==> config.mk <==
export PLATFORM = sky130hd
export DESIGN_NAME = demux1to4_stream
export DESIGN_NICKNAME = d
export VERILOG_FILES = /design/src/rtl/demux_pkg.sv /design/src/rtl/demux_slot.sv /design/src/rtl/demux1to4_stream.sv
export SDC_FILE = /design/constraint.sdc
export NUM_CORES = 1
export LEC_CHECK = 0
export CAP_MARGIN = 10
export CORE_ASPECT_RATIO = 1.25
export CORE_MARGIN = 2
export CORE_UTILIZATION = 49
export CTS_CLUSTER_DIAMETER = 150
export DETAILED_ROUTE_END_ITERATION = 8
export PLACE_DENSITY = 0.84
export SYNTH_ARGS = -nofsm -noshare
export SYNTH_HDL_FRONTEND = slang
export SYNTH_SLANG_ARGS = --single-unit
==> constraint.sdc <==
create_clock -name clk -period 2.8 [get_ports clk]
set_input_delay 0.7 -clock clk [delete_from_list [all_inputs] [get_ports clk]]
set_output_delay 0.7 -clock clk [all_outputs]
set_load 0.1 [all_outputs]
==> src/rtl/demux_pkg.sv <==
// Shared definitions for the 1-to-4 stream demultiplexer: channel count,
// select width, FSM state encoding and the select-to-index helper.
package demux_pkg;

  localparam int NUM_CH = 4;
  localparam int SEL_W  = 2;

  localparam logic ST_IDLE   = 1'b0;
  localparam logic ST_LOCKED = 1'b1;

  typedef enum logic {
    S_IDLE   = ST_IDLE,
    S_LOCKED = ST_LOCKED
  } state_e;

  // {a,b} maps straight onto the channel number, matching the 4:1 mux.
  function automatic logic [SEL_W-1:0] sel_idx(input logic a, input logic b);
    return {a, b};
  endfunction

endpackage

==> src/rtl/demux_slot.sv <==
// One-entry output register for a single demux channel. A filled entry holds
// its data/last stable until the downstream side takes it; a fill arriving in
// the same cycle as a drain replaces the entry and keeps valid asserted.
module demux_slot
  import demux_pkg::*;
#(
  parameter int DATA_W = 8
) (
  input  logic              clk,
  input  logic              rst_n,
  input  logic              fill,
  input  logic [DATA_W-1:0] fill_data,
  input  logic              fill_last,
  input  logic              drain_ready,
  output logic              valid,
  output logic [DATA_W-1:0] data,
  output logic              last
);

  logic              valid_q, valid_d;
  logic [DATA_W-1:0] data_q, data_d;
  logic              last_q, last_d;

  // Next-state: drain clears valid, fill (taking priority) loads a new beat.
  always_comb begin
    valid_d = valid_q;
    data_d  = data_q;
    last_d  = last_q;
    if (valid_q && drain_ready) begin
      valid_d = 1'b0;
    end
    if (fill) begin
      valid_d = 1'b1;
      data_d  = fill_data;
      last_d  = fill_last;
    end
  end

  // Entry registers, cleared by the asynchronous reset.
  always_ff @(posedge clk or negedge rst_n) begin
    if (!rst_n) begin
      valid_q <= 1'b0;
      data_q  <= '0;
      last_q  <= 1'b0;
    end else begin
      valid_q <= valid_d;
      data_q  <= data_d;
      last_q  <= last_d;
    end
  end

  assign valid = valid_q;
  assign data  = data_q;
  assign last  = last_q;

endmodule

==> src/rtl/demux1to4_stream.sv <==
// Packet-aware 1-to-4 stream demultiplexer. The select {a,b} is sampled on the
// first beat of a packet and held until the last beat; each channel owns a
// one-entry output register with its own valid/ready handshake.
// Optional feature: define DEMUX_SEL_CHK_EN to build a sticky sel_err flag
// that fires when {a,b} changes on an accepted beat inside a locked packet.
module demux1to4_stream
  import demux_pkg::*;
#(
  parameter int DATA_W = 8
) (
  input  logic                     clk,
  input  logic                     rst_n,
  input  logic [DATA_W-1:0]        in_data,
  input  logic                     in_a,
  input  logic                     in_b,
  input  logic                     in_last,
  input  logic                     in_valid,
  output logic                     in_ready,
  output logic [NUM_CH*DATA_W-1:0] out_data,
  output logic [NUM_CH-1:0]        out_last,
  output logic [NUM_CH-1:0]        out_valid,
  input  logic [NUM_CH-1:0]        out_ready,
  output logic                     sel_err
);

  state_e             state_q, state_d;
  logic [SEL_W-1:0]   lock_q, lock_d;
  logic [SEL_W-1:0]   in_sel;
  logic [SEL_W-1:0]   ch;
  logic               accept;
  logic [NUM_CH-1:0]  fill;

  // Route: pick the live select when idle, the locked one mid-packet, and
  // offer the beat only if that channel's slot is free or draining now.
  always_comb begin
    in_sel   = sel_idx(in_a, in_b);
    ch       = (state_q == S_IDLE) ? in_sel : lock_q;
    in_ready = ~out_valid[ch] | out_ready[ch];
    accept   = in_valid & in_ready;
    fill     = '0;
    fill[ch] = accept;
  end

  // Packet FSM next-state: lock the select on a non-final first beat,
  // release it when the last beat is accepted.
  always_comb begin
    state_d = state_q;
    lock_d  = lock_q;
    case (state_q)
      S_IDLE: begin
        if (accept && !in_last) begin
          state_d = S_LOCKED;
          lock_d  = in_sel;
        end
      end
      S_LOCKED: begin
        if (accept && in_last) begin
          state_d = S_IDLE;
        end
      end
      default: state_d = S_IDLE;
    endcase
  end

  // FSM and select-lock registers.
  always_ff @(posedge clk or negedge rst_n) begin
    if (!rst_n) begin
      state_q <= S_IDLE;
      lock_q  <= '0;
    end else begin
      state_q <= state_d;
      lock_q  <= lock_d;
    end
  end

  for (genvar k = 0; k < NUM_CH; k++) begin : g_slot
    demux_slot #(
      .DATA_W (DATA_W)
    ) u_slot (
      .clk         (clk),
      .rst_n       (rst_n),
      .fill        (fill[k]),
      .fill_data   (in_data),
      .fill_last   (in_last),
      .drain_ready (out_ready[k]),
      .valid       (out_valid[k]),
      .data        (out_data[k*DATA_W +: DATA_W]),
      .last        (out_last[k])
    );
  end

`ifdef DEMUX_SEL_CHK_EN
  logic sel_err_q, sel_err_d;

  // Sticky flag: any accepted mid-packet beat whose select disagrees with the lock.
  always_comb begin
    sel_err_d = sel_err_q;
    if (accept && (state_q == S_LOCKED) && (in_sel != lock_q)) begin
      sel_err_d = 1'b1;
    end
  end

  // Error flag register, only cleared by reset.
  always_ff @(posedge clk or negedge rst_n) begin
    if (!rst_n) begin
      sel_err_q <= 1'b0;
    end else begin
      sel_err_q <= sel_err_d;
    end
  end

  assign sel_err = sel_err_q;
`else
  assign sel_err = 1'b0;
`endif

endmodule

Word level (Yosys, flattened, before mapping). Index checks and enable logic that the tools add are counted.

Register bits after elaboration: 43. Input bits: 18. Output and inout bits: 42. Logic and storage cells: 52.

$lt $le $gt $ge: 2. Multiplexer cells: 18. Bitwise operators: 5. Reductions and logical operators: 13.

Operator list (count): 2-to-1 mux 1 bit (13); nonzero test 2 bit (4); logical AND 1 bit (7); bitwise AND 4 bit (1); binary-select mux 1 bit (select 2 bit) (2); < comparator 2 x 3 -> 1 bit (second input constant) (1); demux 1 bit (select 2 bit) (1); >= comparator 2 x 1 -> 1 bit (second input constant) (1); 2-to-1 mux 2 bit (1); NOT 1 bit (2); one-hot mux 1 bit (2 select lines) (1); AND reduction 2 bit (1); bitwise AND 1 bit (1); logical NOT 1 bit (1); OR 1 bit (1).

Longest topological paths before layout. Gate-level depths: netlist (run 1).

Depth after elaboration: 9. Gate-level depth with buffers: 5. Depth with buffers taken out: 4.

Cells and area by module. From an unflattened synthesis (run 1), not the netlist that was laid out.

Cell total of the unflattened synthesis: 117. Area total of the unflattened synthesis: 1885.6 µm².

Modules (own cells, without submodules): demux_slot (instances 4, cells an instance 22, area an instance 409.1 µm², seq. area each 250.2 µm²); demux1to4_stream (instances 1, cells an instance 29, area an instance 249.0 µm², seq. area each 75.1 µm²).

Worst setup path after synthesis (run 1). Ideal clock, no wire load.

Kind: input to output. Start: input in_b. End: output in_ready. Data arrival time: 2.821 ns. Data required time: 2.100 ns. Slack: -0.721 ns. Stages on the path: 3. Buffers on the path: 0. Path through: mux2i_1 > mux2i_1 > mux2i_1.

Cells in the longest elaborated chain, start to end: 5. Elaborated cells on any way between the ends: 7. Those cells by class: 5 x mux; 2 x bitwise.

RTL lines: from (decl) (RTL line demux1to4_stream.sv:15) `input logic in_b,`; 2-to-1 mux 2 bit * (RTL line demux1to4_stream.sv:37) `ch = (state_q == S_IDLE) ? in_sel : lock_q;`; binary-select mux 1 bit (select 2 bit) (RTL line demux1to4_stream.sv:38) `in_ready = ~out_valid[ch] | out_ready[ch];`; 2-to-1 mux 1 bit (not written as such) (RTL line demux1to4_stream.sv:38); NOT 1 bit (RTL line demux1to4_stream.sv:38); OR 1 bit * (RTL line demux1to4_stream.sv:38); to (decl) (RTL line demux1to4_stream.sv:18) `output logic in_ready,`.

Every way passes the cells marked *; elsewhere a longest branch is shown, timed or not. The select of a mux whose other input is x is not followed.

Final worst setup path (run 1).
Start: input in_a. End: output in_ready.

Cells in the longest elaborated chain, start to end: 5. Elaborated cells on any way between the ends: 7. Those cells by class: 5 x mux; 2 x bitwise.

RTL lines: from (decl) (RTL line demux1to4_stream.sv:14) `input logic in_a,`; 2-to-1 mux 2 bit * (RTL line demux1to4_stream.sv:37); binary-select mux 1 bit (select 2 bit) (RTL line demux1to4_stream.sv:38); 2-to-1 mux 1 bit (not written as such) (RTL line demux1to4_stream.sv:38); NOT 1 bit (RTL line demux1to4_stream.sv:38); OR 1 bit * (RTL line demux1to4_stream.sv:38).

Marks and branches as above.

==> out/results.ini, run 1 <==
[clock_network]
clk_path_buf_depth = 2
h-tree-depth = 2
clkSlewWorstSetupHoldPaths_ns = 0.07
clock-sinks = 43
cts_tree = built
cts.hold.buffers_added = 0
numCtsBuffers = 5
ctsRootBufferMaster = clkbuf_8
clk_latency_ns = 0.29

[worst_setup_path]
cp.arrival_ns = 1.91
rrSetupSlack_ns = 0.73
cp-start-kind = primary input
cp_max_fo = 2
worstRegToRegCells = 5
cp-end-kind = primary output
cp_slowest_cell = clkdlybuf4s50_1
worstSetupPathType = in2out
crit_chain = clkdlybuf4s50_1 > mux2i_2 > mux2i_4 > buf_12
r2r_end = lock_q[1]
slowest_delay_ns = 0.43
startpoint = in_a
critPathRequiredTime_ns = 2.10

[sta]
holdWs_ns = 0.5076
finClkSkew_ns = 0.006632
setup_violations = 0
worst_pin_slew_ns = 0.9338
period_needed_ns = 2.609
timing.fmax_mhz = 383.3
setup_ws_ns = 0.1909
rsz0062_at_grt = no
setup-tns-final_ns = 0
hold_viol = 0
relSlewSlack = 0.3774
drv_slew = 0
finalCritPeriodShare = 0.9318

[drt]
drt_pre_antenna_iters = 4
remaining_drc_errors = 0
wl_per_cell_um = 17.15
drt_wl_total_um = 3825
vias = 1167
vias_per_cell = 5.233
drt_iter0_drc = 38
ant_nets = 0

[floorplanning]
die-area_um2 = 4301
rows = 25
core_um2 = 3722
die_y_um = 72.83
start_util = 0.4988
num_io_pins = 60
die_x_um = 59.06

[logic_synthesis]
synth_area_um2 = 1857
synth_compound_area_frac = 0.01415
yosysTopAreaCell = dfrtp_1
synth_top_family_by_area = multiplexers
synth_mux_area_frac = 0.2884
synthXorXnorAreaFrac = 0
synth_warnings = 0
syn_inst = 122
synth.distinct_cells = 21
yosys-top-cells-area = dfrtp_1, mux2_2, mux2_4
syn_nets = 140
synthAdderAreaFrac = 0
netlist.area_leader.share = 0.5795
yosysSeqAreaShare = 0.5795
synthSimpleGateAreaFrac = 0.06873
avgSynthCellArea_um2 = 15.22
synth-seq-cells = 43

[run]
maxCapViolCount = 0

[grt]
grt_pass1_wl_um = 6182
grt_overflow = 0
grt_antenna_before_repair = 0
grt_max_degree = 44
first_global_vias = 1258
grtUsageTotal = 0.1994

[hold_path]
min-delay-path-class = reg2reg
min_to = g_slot[0].u_slot.data[7]
min_from = g_slot[0].u_slot.data[7]
holdPathStages = 1

[cells_and_area]
fillerInstances = 280
insertedDiodeCount = 0
drive_gt1_frac = 0.5574
area_growth_pct = 33.96
stdcell_count = 223
finalNetCount = 200

[placement]
post-place-cells = 213
place.port_buffers = 58
place_congestion = 0.8873
place_ws_ns = -0.05161
hpwl_um = 2753

[outcome]
status = complete, no violations

[sequential cells by signal (all words and copies together), names as in the netlist, named ones only]
signal / cells
g_slot.u_slot.data: 32
g_slot.u_slot.last: 4
g_slot.u_slot.valid: 4
lock_q: 2
[repair_timing]
| item | in CTS | in global routing |
|---|---|---|
| buffers inserted | 0 | 2 |
| gates resized for setup | 4 | 3 |
| setup endpoints to repair | 1 | 1 |
[synthesized netlist by cell type (all sizes together)]
cell type,instances
nand2,5
buf,11
nand4,1
nor2,1
or3b,1
and4bb,1
or4b,1
nand4b,2
conb,1
mux2i,7
a2bb2oi,1
a21oi,1
mux2,38
o22ai,2
nand2b,5
inv,1
dfrtp,43
[worst max-delay path by stage]
stage,endpoint
floorplan,in_ready
global placement,in_ready
detailed placement,in_ready
CTS,in_ready
global route,in_ready
finish,in_ready
[cell usage in the layout (no fill, tap or decap), drive strengths merged, types with 2 or more instances in the layout]
| master | count |
|---|---|
| nand2b | 5 |
| clkdlybuf4s50 | 15 |
| buf | 48 |
| mux2i | 7 |
| nand2 | 5 |
| nand4b | 2 |
| o22ai | 2 |
| dfrtp | 43 |
| clkbuf | 7 |
| mux2 | 38 |
[cell type report]
| class | instances | area [µm²] | area share |
|---|---|---|---|
| repair buffers | 64 | 533.0 | 0.2143 |
| flip-flops and latches | 43 | 1076 | 0.4326 |
| well taps | 40 | 50.05 | 0.02012 |
| inverters | 1 | 3.754 | 0.001509 |
| multi-input cells | 67 | 743.2 | 0.2988 |
| clock inverters | 1 | 5.005 | 0.002012 |
| clock buffers | 7 | 76.32 | 0.03068 |
[per-layer routing]
metal	share of wire	vias to the layer above	global-route usage
li1	-	540	-
met1	0.41	578	0.2461
met2	0.52	44	0.3259
met3	0.063	5	0.06738
met4	0.012	0	0.06818
met5	0	-	0
[through the flow]
step                      utilization  instance area [µm²]
after floorplan                     -                 1869
after detailed placement       0.6316                 2351
after CTS                      0.6588                 2452
final                          0.6682                 2487
after global placement         0.6316                 2351
after global routing           0.6682                 2487
[cells by family after synthesis]
family,after synthesis
mux,45
flops,43
compound gates,4
other cells,1
simple gates,17
buf+inv,12
[critical path: cells and delay by family]
| kind | cells | cell delay [ns] |
|---|---|---|
| buffers and inverters | 2 | 0.62 |
| multiplexers | 2 | 0.58 |
Power of run 1 is left out: the tool's default activity adds up to more than one toggle a clock period on the data nets, which glitch-free logic cannot reach.
==> run 2: changes to the inputs <==
--- a/config.mk
+++ b/config.mk
@@ -5,13 +5,14 @@
 export SDC_FILE = /design/constraint.sdc
 export NUM_CORES = 1
 export LEC_CHECK = 0
+export ABC_AREA = 1
 export CAP_MARGIN = 10
 export CORE_ASPECT_RATIO = 1.25
 export CORE_MARGIN = 2
-export CORE_UTILIZATION = 49
+export CORE_UTILIZATION = 50
 export CTS_CLUSTER_DIAMETER = 150
 export DETAILED_ROUTE_END_ITERATION = 8
-export PLACE_DENSITY = 0.84
+export PLACE_DENSITY = 0.85
 export SYNTH_ARGS = -nofsm -noshare
 export SYNTH_HDL_FRONTEND = slang
 export SYNTH_SLANG_ARGS = --single-unit
==> out/results.ini, run 2 <==
[worst_setup_path]
slowest_delay_ns = 0.50  ; +0.07 ns
rrSetupSlack_ns = 0.94  ; +0.21 ns
cp_max_fo = 5  ; +3
path_common_cell = nand2_1
r2r_end = g_slot[3].u_slot.data[2]
startpoint = in_a
cp.arrival_ns = 2.05  ; +0.14 ns
crit_chain = clkdlybuf4s50_1 > inv_1 > nand2_1 > nand2_1 > nand3_1 > nand2_1 > nor2_4 > nand2_4 > buf_12
worstRegToRegCells = 11  ; +6
cp-end-kind = primary output
cp_slowest_cell = clkdlybuf4s50_1
critPathRequiredTime_ns = 2.10  ; about the same
worstSetupPathType = in2out
cp-start-kind = primary input

[grt]
grtUsageTotal = 0.2144  ; +0.01496
grt_antenna_before_repair = 0  ; unchanged
first_global_vias = 1531  ; +22%
grt_pass1_wl_um = 6955  ; +13%
grt_overflow = 0  ; unchanged
grt_max_degree = 44  ; unchanged

[cells_and_area]
area_growth_pct = 28.04
drive_gt1_frac = 0.2334  ; -0.3239
stdcell_count = 341  ; +53%
final_cell_mix = nand2_1, dfrtp_1, buf_4
utilization = 0.6641  ; -0.004103
fillerInstances = 321  ; +15%
insertedDiodeCount = 0  ; unchanged
mostFrequentLayoutCell = nand2_1
largest_reg_flops = 32  ; unchanged
finalNetCount = 306  ; +53%

[sta]
drv_slew = 0  ; unchanged
timing.fmax_mhz = 364.1  ; -5.0%
setup_violations = 0  ; unchanged
relSlewSlack = 0.3884  ; +0.01093
finClkSkew_ns = 0.006228  ; -0.0004041 ns
hold_viol = 0  ; unchanged
setup_ws_ns = 0.05365  ; -0.1372 ns
worst_pin_slew_ns = 0.9175  ; -0.01639 ns
finalCritPeriodShare = 0.9808  ; +0.04900
period_needed_ns = 2.746  ; +0.1372 ns
rsz0062_at_grt = no
setup-tns-final_ns = 0  ; unchanged

[clock_network]
numCtsBuffers = 5  ; unchanged
ctsRootBufferMaster = clkbuf_8
ctsResizeCount = 0  ; -4
cts.hold.buffers_added = 0  ; unchanged
h-tree-depth = 2  ; unchanged
clk_latency_ns = 0.29  ; about the same
clock-sinks = 43  ; unchanged
cts_tree = built
clk_path_buf_depth = 2  ; unchanged
clkSlewWorstSetupHoldPaths_ns = 0.07  ; about the same

[floorplanning]
core_um2 = 3785  ; +1.7%
rows = 25  ; unchanged
start_util = 0.5187  ; +0.01985
die_x_um = 60.05  ; +1.7%
die-area_um2 = 4447  ; +3.4%
die_y_um = 74.06  ; +1.7%
num_io_pins = 60  ; unchanged

[logic_synthesis]
synth_warnings = 0  ; unchanged
yosysTopAreaCell = dfrtp_1
syn_inst = 233  ; +91%
avgSynthCellArea_um2 = 8.425  ; -45%
syn_nets = 251  ; +79%
synth_area_um2 = 1963  ; +5.7%
synth-main-ff-cell = dfrtp_1
synth.distinct_cells = 19  ; -9.5%
yosys-top-cells-count = nand2_1, dfrtp_1, inv_1, o21ai_1
netlist.area_leader.share = 0.5481  ; -0.03140
synth-seq-cells = 43  ; unchanged
synth_edf_count = 0  ; unchanged
yosysSeqAreaShare = 0.5481  ; -0.03140
yosys.cell_count.top_type = nand2_1
async_flop_share = 1.000  ; unchanged
yosys-top-cells-area = dfrtp_1, nand2_1, buf_4

[hold_path]
min_to = g_slot[0].u_slot.data[6]
min-delay-path-class = reg2reg
holdPathStages = 2  ; +1
min_from = g_slot[0].u_slot.data[6]

[drt]
drt_wl_total_um = 4381  ; +15%
vias = 1612  ; +38%
vias_per_cell = 4.727  ; -9.7%
wl_per_cell_um = 12.85  ; -25%
drt_iter0_drc = 85  ; +120%
drt_pre_antenna_iters = 4  ; unchanged
ant_nets = 0  ; unchanged
remaining_drc_errors = 0  ; unchanged

[placement]
hpwl_um = 3169  ; +15%
place.port_buffers = 58  ; unchanged
place_congestion = 0.8897  ; +0.27%
post-place-cells = 334  ; +57%
place_ws_ns = 0.07026  ; +0.1219 ns

[run]
maxCapViolCount = 0  ; unchanged

[outcome]
status = complete, no violations

[run 2: cell types whose count changed in the layout (fill, tap and decap cells not counted), sizes merged, moves of 2 or more]
cell    previous run  this run
nand2              5       131
mux2              38         0
inv                1        15
o21ai              0        13
nor2               1         9
mux2i              7         0
buf               48        43
nand2b             5         0
nand3              0         5
clkbuf             7         5
nand4              1         3
nand4b             2         0
[run 2: cell type report]
type | count | area (µm²) | share of cell area
sequential | 43 | 1076 | 0.4281
multi-input combinational | 164 | 744.5 | 0.2962
timing repair buffer | 59 | 493.0 | 0.1961
clock buffer | 5 | 68.82 | 0.02738
tap | 54 | 67.56 | 0.02688
inverter | 15 | 56.30 | 0.02240
clock inverter | 1 | 7.507 | 0.002987
[run 2: repair_timing]
item / CTS / global route
setup buffers: 0 / 1
endpoints found under the hold margin: 0 / 0
setup endpoints to repair: 0 / 1
[run 2: kinds of logic (layout without fill, tap and decap cells)]
| group | Yosys count | in the layout | synth area share |
|---|---|---|---|
| other | 1 | 1 | 0.001910 |
| AND/OR/NAND/NOR | 148 | 148 | 0.3327 |
| flip-flops | 43 | 43 | 0.5481 |
| AO/OA/AOI/OAI | 15 | 15 | 0.04462 |
| buffers and inverters | 26 | 80 | 0.07265 |
[run 2: per-layer routing]
| metal | up-vias | GRT usage | part of all wire |
|---|---|---|---|
| li1 | 820 | - | - |
| met1 | 722 | 0.2639 | 0.43 |
| met2 | 61 | 0.3442 | 0.48 |
| met3 | 9 | 0.06087 | 0.067 |
| met4 | 0 | 0.1037 | 0.026 |
| met5 | - | 0 | 0 |
[run 2: worst max-delay path by stage]
| stage | endpoint | slack [ns] | depth (start not counted) |
|---|---|---|---|
| 3_5_place_dp | in_ready | 0.07 | 9 |
| 5_1_grt | in_ready | 0.007 | 9 |
| 2_1_floorplan | in_ready | 0.71 | 7 |
| 4_1_cts | in_ready | 0.06 | 9 |
| 3_3_place_gp | in_ready | 0.10 | 9 |
| 6_report | in_ready | 0.05 | 9 |
[run 2: metrics by stage]
step                hold slack (ns)  instance area, µm²
floorplan                    0.4044                1963
global route                 0.5057                2514
global placement             0.4565                2430
finish                       0.4724                2514
detailed placement           0.4612                2430
CTS                          0.4804                2506
[run 2: critical path, delay by kind of cell]
kind                   cells  cell delay (ns)
AND/OR/NAND/NOR            6             0.61
buffers and inverters      3             0.73
Power of run 2 is left out for the same reason.
==> run 3: changes to the inputs <==
--- a/config.mk
+++ b/config.mk
@@ -6,13 +6,14 @@
 export NUM_CORES = 1
 export LEC_CHECK = 0
 export ABC_AREA = 1
-export CAP_MARGIN = 10
+export CAP_MARGIN = 20
 export CORE_ASPECT_RATIO = 1.25
 export CORE_MARGIN = 2
 export CORE_UTILIZATION = 50
 export CTS_CLUSTER_DIAMETER = 150
 export DETAILED_ROUTE_END_ITERATION = 8
 export PLACE_DENSITY = 0.85
+export SETUP_SLACK_MARGIN = 0.15
 export SYNTH_ARGS = -nofsm -noshare
 export SYNTH_HDL_FRONTEND = slang
 export SYNTH_SLANG_ARGS = --single-unit
==> out/results.ini, run 3 (synthesis gave the netlist of run 2 again) <==
[floorplanning]
die_y_um = 74.06  ; unchanged
num_io_pins = 60  ; unchanged
rows = 25  ; unchanged
start_util = 0.5187  ; unchanged
die-area_um2 = 4447  ; unchanged
core_um2 = 3785  ; unchanged
die_x_um = 60.05  ; unchanged

[sta]
worst_pin_slew_ns = 0.9348  ; +0.01737 ns
drv_slew = 0  ; unchanged
timing.fmax_mhz = 409.4  ; +12%
setup_violations = 0  ; unchanged
finClkSkew_ns = 0.006898  ; +0.0006692 ns
period_needed_ns = 2.442  ; -0.3039 ns
rsz0062_at_grt = no
hold_viol = 0  ; unchanged
finalCritPeriodShare = 0.8723  ; -0.1085
relSlewSlack = 0.3768  ; -0.01158
setup-tns-final_ns = 0  ; unchanged

[cells_and_area]
final_cell_mix = nand2_1, dfrtp_1, buf_4
insertedDiodeCount = 0  ; unchanged
drive_gt1_frac = 0.2396  ; +0.006134
largest_reg_flops = 32  ; unchanged
area_growth_pct = 28.43
fillerInstances = 318  ; -0.93%
finalNetCount = 307  ; +0.33%
mostFrequentLayoutCell = nand2_1

[worst_setup_path]
cp_max_fo = 5  ; unchanged
critPathRequiredTime_ns = 2.10  ; about the same
worstSetupPathType = in2out
cp.arrival_ns = 1.74  ; -0.31 ns
cp-start-kind = primary input
cp-end-kind = primary output

[grt]
grt_max_degree = 44  ; unchanged
grt_overflow = 0  ; unchanged
first_global_vias = 1566  ; +2.3%
grtUsageTotal = 0.2173  ; +0.002887
grt_antenna_before_repair = 0  ; unchanged
grt_pass1_wl_um = 7051  ; +1.4%

[drt]
vias_per_cell = 4.778  ; +1.1%
ant_nets = 0  ; unchanged
drt_wl_total_um = 4452  ; +1.6%
drt_iter0_drc = 114  ; +34%
vias = 1634  ; +1.4%
drt_pre_antenna_iters = 4  ; unchanged
wl_per_cell_um = 13.02  ; +1.3%
remaining_drc_errors = 0  ; unchanged

[hold_path]
min-delay-path-class = reg2reg

[clock_network]
clk_latency_ns = 0.29  ; about the same
ctsRootBufferMaster = clkbuf_8
numCtsBuffers = 5  ; unchanged
clkSlewWorstSetupHoldPaths_ns = 0.07  ; about the same
clk_path_buf_depth = 2  ; unchanged
h-tree-depth = 2  ; unchanged
clock-sinks = 43  ; unchanged
cts_tree = built

[run]
maxCapViolCount = 0  ; unchanged

[outcome]
status = complete, no violations

[placement]
place.port_buffers = 58  ; unchanged
hpwl_um = 3169  ; unchanged
place_congestion = 0.8897  ; unchanged

## run 3: cell types whose count changed in the layout (fill, tap and decap cells not counted), sizes merged
cell / delta
buf: +1
dlygate4sd2: +2
clkdlybuf4s50: -2
## run 3: what timing repair did
action / 4_1_cts / 5_1_grt
setup buffers: 2 / 0
hold buffers: 0 / 0
gates resized for setup: 3 / 0
endpoints found under the setup margin: 1 / 0
## run 3: final cells by class
class	instances	area [µm²]	share of cell area
clock buffers	5	68.82	0.02730
multi-input cells	164	747.0	0.2963
well taps	54	67.56	0.02680
clock inverters	1	7.507	0.002978
repair buffers	60	498.0	0.1975
inverters	15	56.30	0.02233
flip-flops and latches	43	1076	0.4268
## run 3: final timing paths
kind | start | endpoint | slack (ns) | depth (start not counted)
worst max-delay path | in_a | in_ready | 0.36 | 9
worst min-delay path | g_slot[0].u_slot.data[6] | g_slot[0].u_slot.data[6] | 0.47 | 2
worst max register to register | register | g_slot[3].u_slot.data[2] | 0.96 | 11
worst min register to register | g_slot[0].u_slot.data[6] | g_slot[0].u_slot.data[6] | 0.47 | 2
max in group asynchronous | rst_n | g_slot[1].u_slot.valid | 1.67 | 1
min in group asynchronous | rst_n | g_slot[2].u_slot.data[7] | 0.55 | 1
## run 3: metal layers
layer	GRT usage	part of all wire	vias to the layer above	wire length (µm)
li1	-	-	821	-
met1	0.2628	0.43	743	1921
met2	0.3514	0.48	61	2159
met3	0.06087	0.062	9	276
met4	0.1111	0.021	0	95
met5	0	0	-	0
## run 3: critical path, stage by stage
cell	delay (ns)
dlygate4sd2_1	0.24
inv_1	0.06
nand2_1	0.08
nand2_2	0.08
nand3_1	0.08
nand2_1	0.09
nor2_4	0.16
nand2_4	0.07
buf_12	0.17
## run 3: metrics by stage
step	util	worst slack, ns	cells	instance area (µm²)	hold WS, ns
2_1_floorplan	-	0.7097	233	1963	0.4044
6_report	0.6661	0.3575	342	2521	0.4744
5_1_grt	0.6661	0.3093	342	2521	0.5057
3_5_place_dp	0.6420	0.07026	334	2430	0.4612
3_3_place_gp	0.6420	0.1016	334	2430	0.4565
4_1_cts	0.6661	0.3885	342	2521	0.4804
Power of run 3 is left out for the same reason.
